[config.mk]
export PLATFORM = sky130hd
export DESIGN_NAME = game_scheduler
export DESIGN_NICKNAME = d
export VERILOG_FILES = /design/src/rtl/game_pkg.sv /design/src/rtl/ms_interval_counter.sv /design/src/rtl/game_scheduler.sv
export SDC_FILE = /design/constraint.sdc
export NUM_CORES = 1
export LEC_CHECK = 0
export CAP_MARGIN = 20
export CORE_MARGIN = 8
export CORE_UTILIZATION = 44
export DETAILED_ROUTE_END_ITERATION = 10
export GPL_ROUTABILITY_DRIVEN = 1
export GPL_TIMING_DRIVEN = 0
export SYNTH_ARGS = -nofsm -noshare
export SYNTH_HDL_FRONTEND = slang
export SYNTH_SLANG_ARGS = --single-unit
[constraint.sdc]
create_clock -name clk -period 3.53 [get_ports clk]
set_input_delay 0.706 -clock clk [delete_from_list [all_inputs] [get_ports clk]]
set_output_delay 0.706 -clock clk [all_outputs]
set_load 0.02 [all_outputs]
[src/rtl/game_pkg.sv]
// Shared types and constants for the stacker game sequencing logic.
package game_pkg;

    localparam int unsigned MS_PER_S = 1000;

    typedef enum logic [1:0] {
        GS_IDLE      = 2'b00,
        GS_COUNTDOWN = 2'b01,
        GS_PLAY      = 2'b10,
        GS_OVER      = 2'b11
    } gamestate_t;

    typedef enum logic [1:0] {
        DISP_IDLE  = 2'd0,
        DISP_COUNT = 2'd1,
        DISP_GAME  = 2'd2,
        DISP_SCORE = 2'd3
    } disp_sel_t;

    // LED matrix source for each game state
    function automatic disp_sel_t disp_for_state(input gamestate_t gs);
        case (gs)
            GS_IDLE:      return DISP_IDLE;
            GS_COUNTDOWN: return DISP_COUNT;
            GS_PLAY:      return DISP_GAME;
            default:      return DISP_SCORE;
        endcase
    endfunction

endpackage

[src/rtl/ms_interval_counter.sv]
// Millisecond interval counter: counts ms ticks up to a terminal count, then wraps
// and strobes done_c in the same cycle as the qualifying tick.
module ms_interval_counter #(
    parameter int unsigned CNT_W = 10
) (
    input  logic             clk,
    input  logic             rst,
    input  logic             tick_i,
    input  logic             en_i,
    input  logic             clr_i,
    input  logic [CNT_W-1:0] tc_i,
    output logic             done_c
);

    logic [CNT_W-1:0] cnt_q, cnt_d;

    // Clear wins over counting; done still reflects the tick so a boundary is never lost
    always_comb begin
        cnt_d  = cnt_q;
        done_c = 1'b0;
        if (tick_i && en_i) begin
            if (cnt_q == tc_i) begin
                done_c = 1'b1;
                cnt_d  = '0;
            end else begin
                cnt_d  = cnt_q + CNT_W'(1);
            end
        end
        if (clr_i) begin
            cnt_d = '0;
        end
    end

    always_ff @(posedge clk or negedge rst) begin
        if (!rst) begin
            cnt_q <= '0;
        end else begin
            cnt_q <= cnt_d;
        end
    end

endmodule

[src/rtl/game_scheduler.sv]
// Stacker game sequencer: countdown, level-scaled step pulse, game-over hold, display select.
// Optional pause in PLAY is enabled by defining GAME_SCHED_PAUSE_EN.
module game_scheduler
    import game_pkg::*;
#(
    parameter int unsigned BASE_PERIOD_MS = 1000,
    parameter int unsigned MIN_PERIOD_MS  = 100,
    parameter int unsigned STEP_MS        = 100,
    parameter int unsigned COUNTDOWN_S    = 3,
    parameter int unsigned OVER_HOLD_S    = 2
) (
    input  logic       clk,
    input  logic       rst,
    input  logic       ms_tick,
    input  logic       start,
    input  logic       level_up,
    input  logic       game_eog,
    output logic [1:0] gamestate,
    output logic       step_pulse,
    output logic [9:0] period_ms,
    output logic [3:0] level,
    output logic [1:0] countdown,
    output logic [1:0] disp_sel,
    output logic       paused
);

    localparam int unsigned CNT_W = 10;
    localparam int unsigned SEC_W = 4;

    gamestate_t       state_q;
    logic             step_q;
    logic [CNT_W-1:0] period_q;
    logic [3:0]       level_q;
    logic [1:0]       countdown_q;
    logic [SEC_W-1:0] sec_q;

    logic             pause_act;
    logic             ctr_clr_c;
    logic             ctr_en_c;
    logic [CNT_W-1:0] ctr_tc_c;
    logic             ctr_done_c;
    logic signed [CNT_W:0] period_dec_s;
    logic [CNT_W-1:0] period_next_c;

`ifdef GAME_SCHED_PAUSE_EN
    logic paused_q;

    // start toggles pause while playing; leaving PLAY always unpauses
    always_ff @(posedge clk or negedge rst) begin
        if (!rst) begin
            paused_q <= 1'b0;
        end else if (state_q == GS_PLAY) begin
            if (game_eog) begin
                paused_q <= 1'b0;
            end else if (start) begin
                paused_q <= ~paused_q;
            end
        end else begin
            paused_q <= 1'b0;
        end
    end

    assign pause_act = paused_q;
`else
    assign pause_act = 1'b0;
`endif

    // Signed subtract so the floor compare never sees a wrapped value
    assign period_dec_s  = $signed({1'b0, period_q}) - $signed((CNT_W+1)'(STEP_MS));
    assign period_next_c = (period_dec_s < $signed((CNT_W+1)'(MIN_PERIOD_MS)))
                         ? CNT_W'(MIN_PERIOD_MS) : period_dec_s[CNT_W-1:0];

    // Shared ms counter: seconds in COUNTDOWN/OVER, step period in PLAY
    always_comb begin
        ctr_clr_c = 1'b0;
        ctr_en_c  = 1'b0;
        ctr_tc_c  = CNT_W'(MS_PER_S - 1);
        case (state_q)
            GS_IDLE:      ctr_clr_c = 1'b1;
            GS_COUNTDOWN: ctr_en_c  = 1'b1;
            GS_PLAY: begin
                ctr_en_c  = ~pause_act;
                ctr_tc_c  = period_q - CNT_W'(1);
                ctr_clr_c = game_eog | (level_up & ~pause_act);
            end
            GS_OVER:      ctr_en_c  = 1'b1;
            default:      ctr_clr_c = 1'b1;
        endcase
    end

    ms_interval_counter #(
        .CNT_W (CNT_W)
    ) u_ms_cnt (
        .clk    (clk),
        .rst    (rst),
        .tick_i (ms_tick),
        .en_i   (ctr_en_c),
        .clr_i  (ctr_clr_c),
        .tc_i   (ctr_tc_c),
        .done_c (ctr_done_c)
    );

    always_ff @(posedge clk or negedge rst) begin
        if (!rst) begin
            state_q     <= GS_IDLE;
            step_q      <= 1'b0;
            period_q    <= CNT_W'(BASE_PERIOD_MS);
            level_q     <= 4'd0;
            countdown_q <= 2'd0;
            sec_q       <= '0;
        end else begin
            step_q <= 1'b0;
            case (state_q)
                GS_IDLE: begin
                    if (start) begin
                        state_q     <= GS_COUNTDOWN;
                        countdown_q <= 2'(COUNTDOWN_S);
                    end
                end
                GS_COUNTDOWN: begin
                    if (ctr_done_c) begin
                        if (countdown_q == 2'd1) begin
                            state_q     <= GS_PLAY;
                            countdown_q <= 2'd0;
                            level_q     <= 4'd0;
                            period_q    <= CNT_W'(BASE_PERIOD_MS);
                        end else begin
                            countdown_q <= countdown_q - 2'd1;
                        end
                    end
                end
                GS_PLAY: begin
                    // End of game outranks both the step and a level-up
                    if (game_eog) begin
                        state_q <= GS_OVER;
                        sec_q   <= '0;
                    end else if (!pause_act) begin
                        step_q <= ctr_done_c;
                        if (level_up) begin
                            if (level_q != 4'hF) begin
                                level_q <= level_q + 4'd1;
                            end
                            period_q <= period_next_c;
                        end
                    end
                end
                GS_OVER: begin
                    if (ctr_done_c) begin
                        if (sec_q == SEC_W'(OVER_HOLD_S - 1)) begin
                            state_q <= GS_IDLE;
                            sec_q   <= '0;
                        end else begin
                            sec_q   <= sec_q + SEC_W'(1);
                        end
                    end
                end
                default: state_q <= GS_IDLE;
            endcase
        end
    end

    assign gamestate  = state_q;
    assign step_pulse = step_q;
    assign period_ms  = period_q;
    assign level      = level_q;
    assign countdown  = countdown_q;
    assign disp_sel   = disp_for_state(state_q);
    assign paused     = pause_act;

endmodule

Word-level counts from Yosys, hierarchy flattened
Index checks and enable logic that the tools add are counted.

operators by class
  reduce and logical (&&, ||, !) cells = 12
  equal/unequal tests = 16
  bitwise operators = 1
  $add $sub $neg = 6
  multiplexer cells = 38
  $lt $le $gt $ge = 1

operator list
  operator                 count
  $mux W10                 9
  $mux W4                  8
  $pmux W10 S2             1
  $mux W2                  9
  $ne A2 B2 Y1 const B     9
  $pmux W4 S2              2
  $reduce_and A6 Y1        2
  $lt A11 B8 Y1 const B    1
  $sub A10 B7 Y11 const B  1
  $add A10 B1 Y10 const B  1
  $eq A10 B10 Y1           1
  $sub A10 B1 Y10 const B  1
  $add A4 B1 Y4 const B    2
  $pmux W2 S4              1
  $reduce_bool A2 Y1       4
  $pmux W2 S3              1
  $reduce_and A3 Y1        2
  $mux W1                  5
  $reduce_and A5 Y1        1
  $eq A2 B1 Y1 const B     2
  $eq A2 B2 Y1 const B     2
  $eq A4 B1 Y1 const B     1
  $ne A4 B4 Y1 const B     1
  $pmux W2 S2              1
  other kinds (6)          6

storage, ports and cells
  word-level logic and storage cells = 81
  output and inout port bits = 22
  register bits = 33
  input bits = 6

Longest topological paths before layout
Gate-level depths: netlist of the first run.

  depth in word-level cells = 7
  mapped depth = 12
  depth with buffers taken out = 9

Cells and area by module
A second synthesis of the first run with hierarchy kept.

unflattened totals
  cell total of the unflattened synthesis = 257
  area, all modules = 2341.0 sq um

by module, submodules not included
  module               instances  cells an instance  sequential area each (sq um)  area an instance (sq um)
  game_scheduler       1          188                533.0                         1636.6
  ms_interval_counter  1          69                 250.2                         704.4

Least setup slack after synthesis of the first run
OpenSTA, ideal clock, no wires.

  path kind = register to register
  start point = register period_q[2] (netlist: period_ms[2])
  end point = register state_q[1] (netlist: gamestate[1])
  slack = 0.307 ns
  stages on the path, launching flop included = 12
  setup time = 0.125 ns
  arrival = 3.098 ns
  buffers on the path = 2
  data required time = 3.405 ns
  clock period less this slack = 3.223 ns
  cells stage by stage = dfrtp_1 -> buf_2 -> inv_1 -> ha_1 -> nor3b_1 -> mux2i_1 -> xnor2_1 -> or3_1 -> clkbuf_1 -> a2111o_1 -> a221oi_2 -> mux2_2

between the ends
  cells in the longest elaborated chain, start to end = 7
  elaborated cells on any way between the ends = 8
  those cells by class = add/sub: 1; eq/ne: 3; mux: 3; reduce/logical: 1

RTL lines
  item                             line                       text
  from (decl)                      game_scheduler.sv:32       logic [CNT_W-1:0] period_q;
  from (signal assigned)           game_scheduler.sv:107      period_q <= CNT_W'(BASE_PERIOD_MS);
  from (signal assigned)           game_scheduler.sv:126      period_q <= CNT_W'(BASE_PERIOD_MS);
  from (signal assigned)           game_scheduler.sv:143      period_q <= period_next_c;
  $sub A10 B1 Y10 (*)              game_scheduler.sv:83       ctr_tc_c = period_q - CNT_W'(1);
  $mux W10 (*)                     game_scheduler.sv:78       case (state_q)
  $eq A10 B10 Y1 (*)               ms_interval_counter.sv:22  if (cnt_q == tc_i) begin
  $mux W1 (*)                      ms_interval_counter.sv:22
  $mux W1 (*)                      ms_interval_counter.sv:21  if (tick_i && en_i) begin
  $ne A2 B2 Y1 (no line)           n/a
  $reduce_and A6 Y1 (no line) (*)  n/a
  to (signal assigned)             game_scheduler.sv:105      state_q <= GS_IDLE;
  to (signal assigned)             game_scheduler.sv:116      state_q <= GS_COUNTDOWN;
  to (signal assigned)             game_scheduler.sv:123      state_q <= GS_PLAY;
  to (decl)                        game_scheduler.sv:30       gamestate_t state_q;

Every way passes the cells marked *; elsewhere a longest branch is shown, timed or not.
A chain may end at the register's enable or synchronous reset.

Worst setup path after layout of the first run
  start point = register state_q[1] (netlist: gamestate[1])
  end point = output disp_sel[0]

between the ends
  cells in the longest elaborated chain, start to end = 2
  elaborated cells on any way between the ends = 4
  those cells by class = eq/ne: 2; mux: 1; reduce/logical: 1

RTL lines
  item                                        line                  text
  $eq A2 B2 Y1, or another cell as far along  game_pkg.sv:22        case (gs)
  $pmux W2 S3 (*)                             game_pkg.sv:22
  to (decl)                                   game_scheduler.sv:23  output logic [1:0] disp_sel,

Marked as above.

==> results of run 1 <==
area by class of cell:
cell class                 instances  area [um2]
buffer                            20         106
clock buffer                       8         100
fill                             528        2520
inverter                          16        60.1
multi-input combinational        229        1640
sequential                        31         783
tap                               72        90.1
timing repair buffer              25         243
what timing repair did:
| action | 4_1_cts | 5_1_grt |
|---|---|---|
| endpoints found under the setup margin | 1 | 18 |
| gates resized for setup | 1 | 12 |
| buffers inserted | 0 | 1 |
| pin swaps | 0 | 2 |
routing by layer:
layer,wire (um),track usage [%],vias to the layer above
li1,-,-,1169
met4,70,5.50,0
met5,0,0,-
met3,319,3.75,8
met1,3100,20.2,1088
met2,3010,25.9,56
kinds of logic (layout without fill, tap and decap cells):
| logic type | count (synthesis) | count (layout) | synth area share [%] |
|---|---|---|---|
| AO/OA/AOI/OAI | 93 | 93 | 27.0 |
| buffers and inverters | 38 | 69 | 6.71 |
| multiplexers | 10 | 10 | 4.15 |
| AND/OR/NAND/NOR | 106 | 106 | 23.4 |
| XOR/XNOR | 5 | 5 | 1.73 |
| flip-flops | 31 | 31 | 30.9 |
| adder cells (fa/ha/maj) | 12 | 12 | 5.92 |
| other | 1 | 3 | 0.148 |
state kept, by name, indices dropped and copies added (netlist names):
register,cells
countdown,2
gamestate,2
level,4
period_ms,8
sec_q,4
step_pulse,1
u_ms_cnt.cnt_q,10
worst max-delay path: cells and delay by family, from the launching register on:
kind | cells | cell delay [ns]
buffers and inverters | 4 | 1.55
adder cells (fa/ha/maj) | 1 | 0.27
flip-flops | 1 | 0.42
AND/OR/NAND/NOR | 1 | 0.15
synth_stat cells, drive strengths merged (11+ instances only):
cell    count
nand2      19
a21oi      12
nand2b     12
a31oi      14
buf        11
dfrtp      25
nand3      19
o21ai      16
clkbuf     11
nor2       14
ha         12
inv        16
worst paths after layout:
path	to	startpoint	slack, ns	cells after the start
max	disp_sel[0]	gamestate[1]	0.15	6
min	level[2]	rst	0.47	1
max reg2reg	period_ms[4]	period_ms[2]	0.17	12
min reg2reg	sec_q[3]	sec_q[3]	0.53	1
max in group asynchronous	u_ms_cnt.cnt_q[3]	rst	2.61	1
min in group clk	sec_q[3]	sec_q[3]	0.53	1
through the flow:
step	hold WS [ns]	total power [mW]	setup WS [ns]
after floorplan	0.410	0.487	0.307
after global placement	0.522	0.526	-0.0916
after detailed placement	0.526	0.528	0.00582
after CTS	0.499	0.845	0.0126
after global routing	0.534	0.876	-0.00540
final	0.469	0.838	0.147
power by group through the flow:
stage                     registers (mW)  logic, mW  clock network (mW)
after floorplan                    0.417     0.0704                   0
after global placement             0.429     0.0962                   0
after detailed placement           0.430     0.0977                   0
after CTS                          0.423     0.0982               0.324
after global routing               0.430      0.110               0.336
final                              0.426     0.0970               0.315
==> flow_summary.toml, run 1 <==
[run_status]
outcome = "finished clean"

[sta]
tns_ns = 0
fmax_ghz = 0.296
worst_pin_slew_ns = 1.01
fin_crit_sh_pct = 95.8
max-slew-margin-rel_pct = 30.9
maxSlewViolCount = 0
skew_ns = 0.00307
grt_setup_unrepaired = "true"
layout_min_cycle_time_ns = 3.38
hold_viol = 0
setup_viol = 0

[worst_setup_path]
critical_path_class = "register to output port"
critPathLaunchType = "register"
required_ns = 2.82
endpoint_kind = "output port"
worstPathCellList = "inv_1 > ha_1 > clkbuf_1 > clkbuf_2 > or2_2 > clkdlybuf4s50_1"
worstPathArrival_ns = 2.68
slowest_stage = "clkdlybuf4s50_1"
path_max_fanout = 10
cp_slowest_stage_delay_ns = 0.59

[yosys]
synth-async-reset-ratio_pct = 100
ys_types = 66
yosys.area.top_type = "dfrtp_1"
synth-edff-count = 0
syn_area_per_cell_um2 = 8.56
synth.area.top_cells = "dfrtp_1, dfstp_2, ha_1"
synth_area_um2 = 2530
yosysSeqAreaShare_pct = 30.9
synth_warnings = 0
ys_ff_latch = 31
synth_cells = 296
yosysTopAreaCellShare_pct = 24.7
ys.flop_type = "dfrtp_1"

[cts]
clock-sinks = 31
cts_max_path_buffers = 2
cts_made_buffers = 5
htreeDepth = 2
cts-root-buf = "clkbuf_8"
clkSlewWorstSetupHoldPaths_ns = 0.07
clk_latency_ns = 0.28
cts_hold_buf = 0
cts_tree = "yes"

[global_routing]
grt_pass1_vias = 2338
grt_overflow = 0
grt_first_pass_wirelength_um = 11200
grt_usage_pct = 16.0
grt_max_degree = 32
antenna_found_initial = 0

[final_layout]
drive_gt1_share_pct = 15.5
area_delta_synth_final_pct = 19.3
antennaDiodeCount = 0
final_nets = 346
finalNonFillerCells = 401
fin_util_pct = 54.6
layout_common_cells = "dfrtp_1, clkdlybuf4s50_1, nand2_1, nand3_1"
final_common_cell = "dfrtp_1"
finalInstanceArea_um2 = 3020

[drt]
drc = 0
avgViaCountPerCell = 5.79
drt_wl_total_um = 6500
drt_iter0_drc = 114
first_pass_iters = 4
wl_per_cell_um = 16.2
vias = 2321
ant_nets = 0

[flow_run]
drv_cap = 0

[floorplanning]
core_um2 = 5540
fp.dieW_um = 91.9
row_count = 27
start_util_pct = 45.8
dieArea_um2 = 8450
die_h_um = 91.9
io_pins = 28

[pwr]
vdd_drop_max_v = 0.000273
p_sw_share_pct = 27.8
power_density_nw_per_um2 = 277
internal_power_mw = 0.605
p_leak_nw = 1.20
power.share.combinational_pct = 11.6
seqPwrFrac_pct = 50.8
clkPwrFrac_pct = 37.6
switchingPower_mw = 0.233

[worst_hold_path]
min_path_type = "primary input to asynchronous set/reset pin"

[place]
dpl_cell_area_um2 = 2870
place_inst = 394
dp_hpwl_um = 4740
io_buffer_count = 24
gp_congestion = 0.896
Note: power is estimated with default switching activity, not from simulation.
==> run 2, diff against run 1 <==
--- a/config.mk
+++ b/config.mk
@@ -5,9 +5,11 @@
 export SDC_FILE = /design/constraint.sdc
 export NUM_CORES = 1
 export LEC_CHECK = 0
+export ABC_CLOCK_PERIOD_IN_PS = 3530
 export CAP_MARGIN = 20
 export CORE_MARGIN = 8
 export CORE_UTILIZATION = 44
+export CTS_CLUSTER_SIZE = 14
 export DETAILED_ROUTE_END_ITERATION = 10
 export GPL_ROUTABILITY_DRIVEN = 1
 export GPL_TIMING_DRIVEN = 0
==> results of run 2 <==
No change in the layout: final DEF, timing and power equal those of run 1.
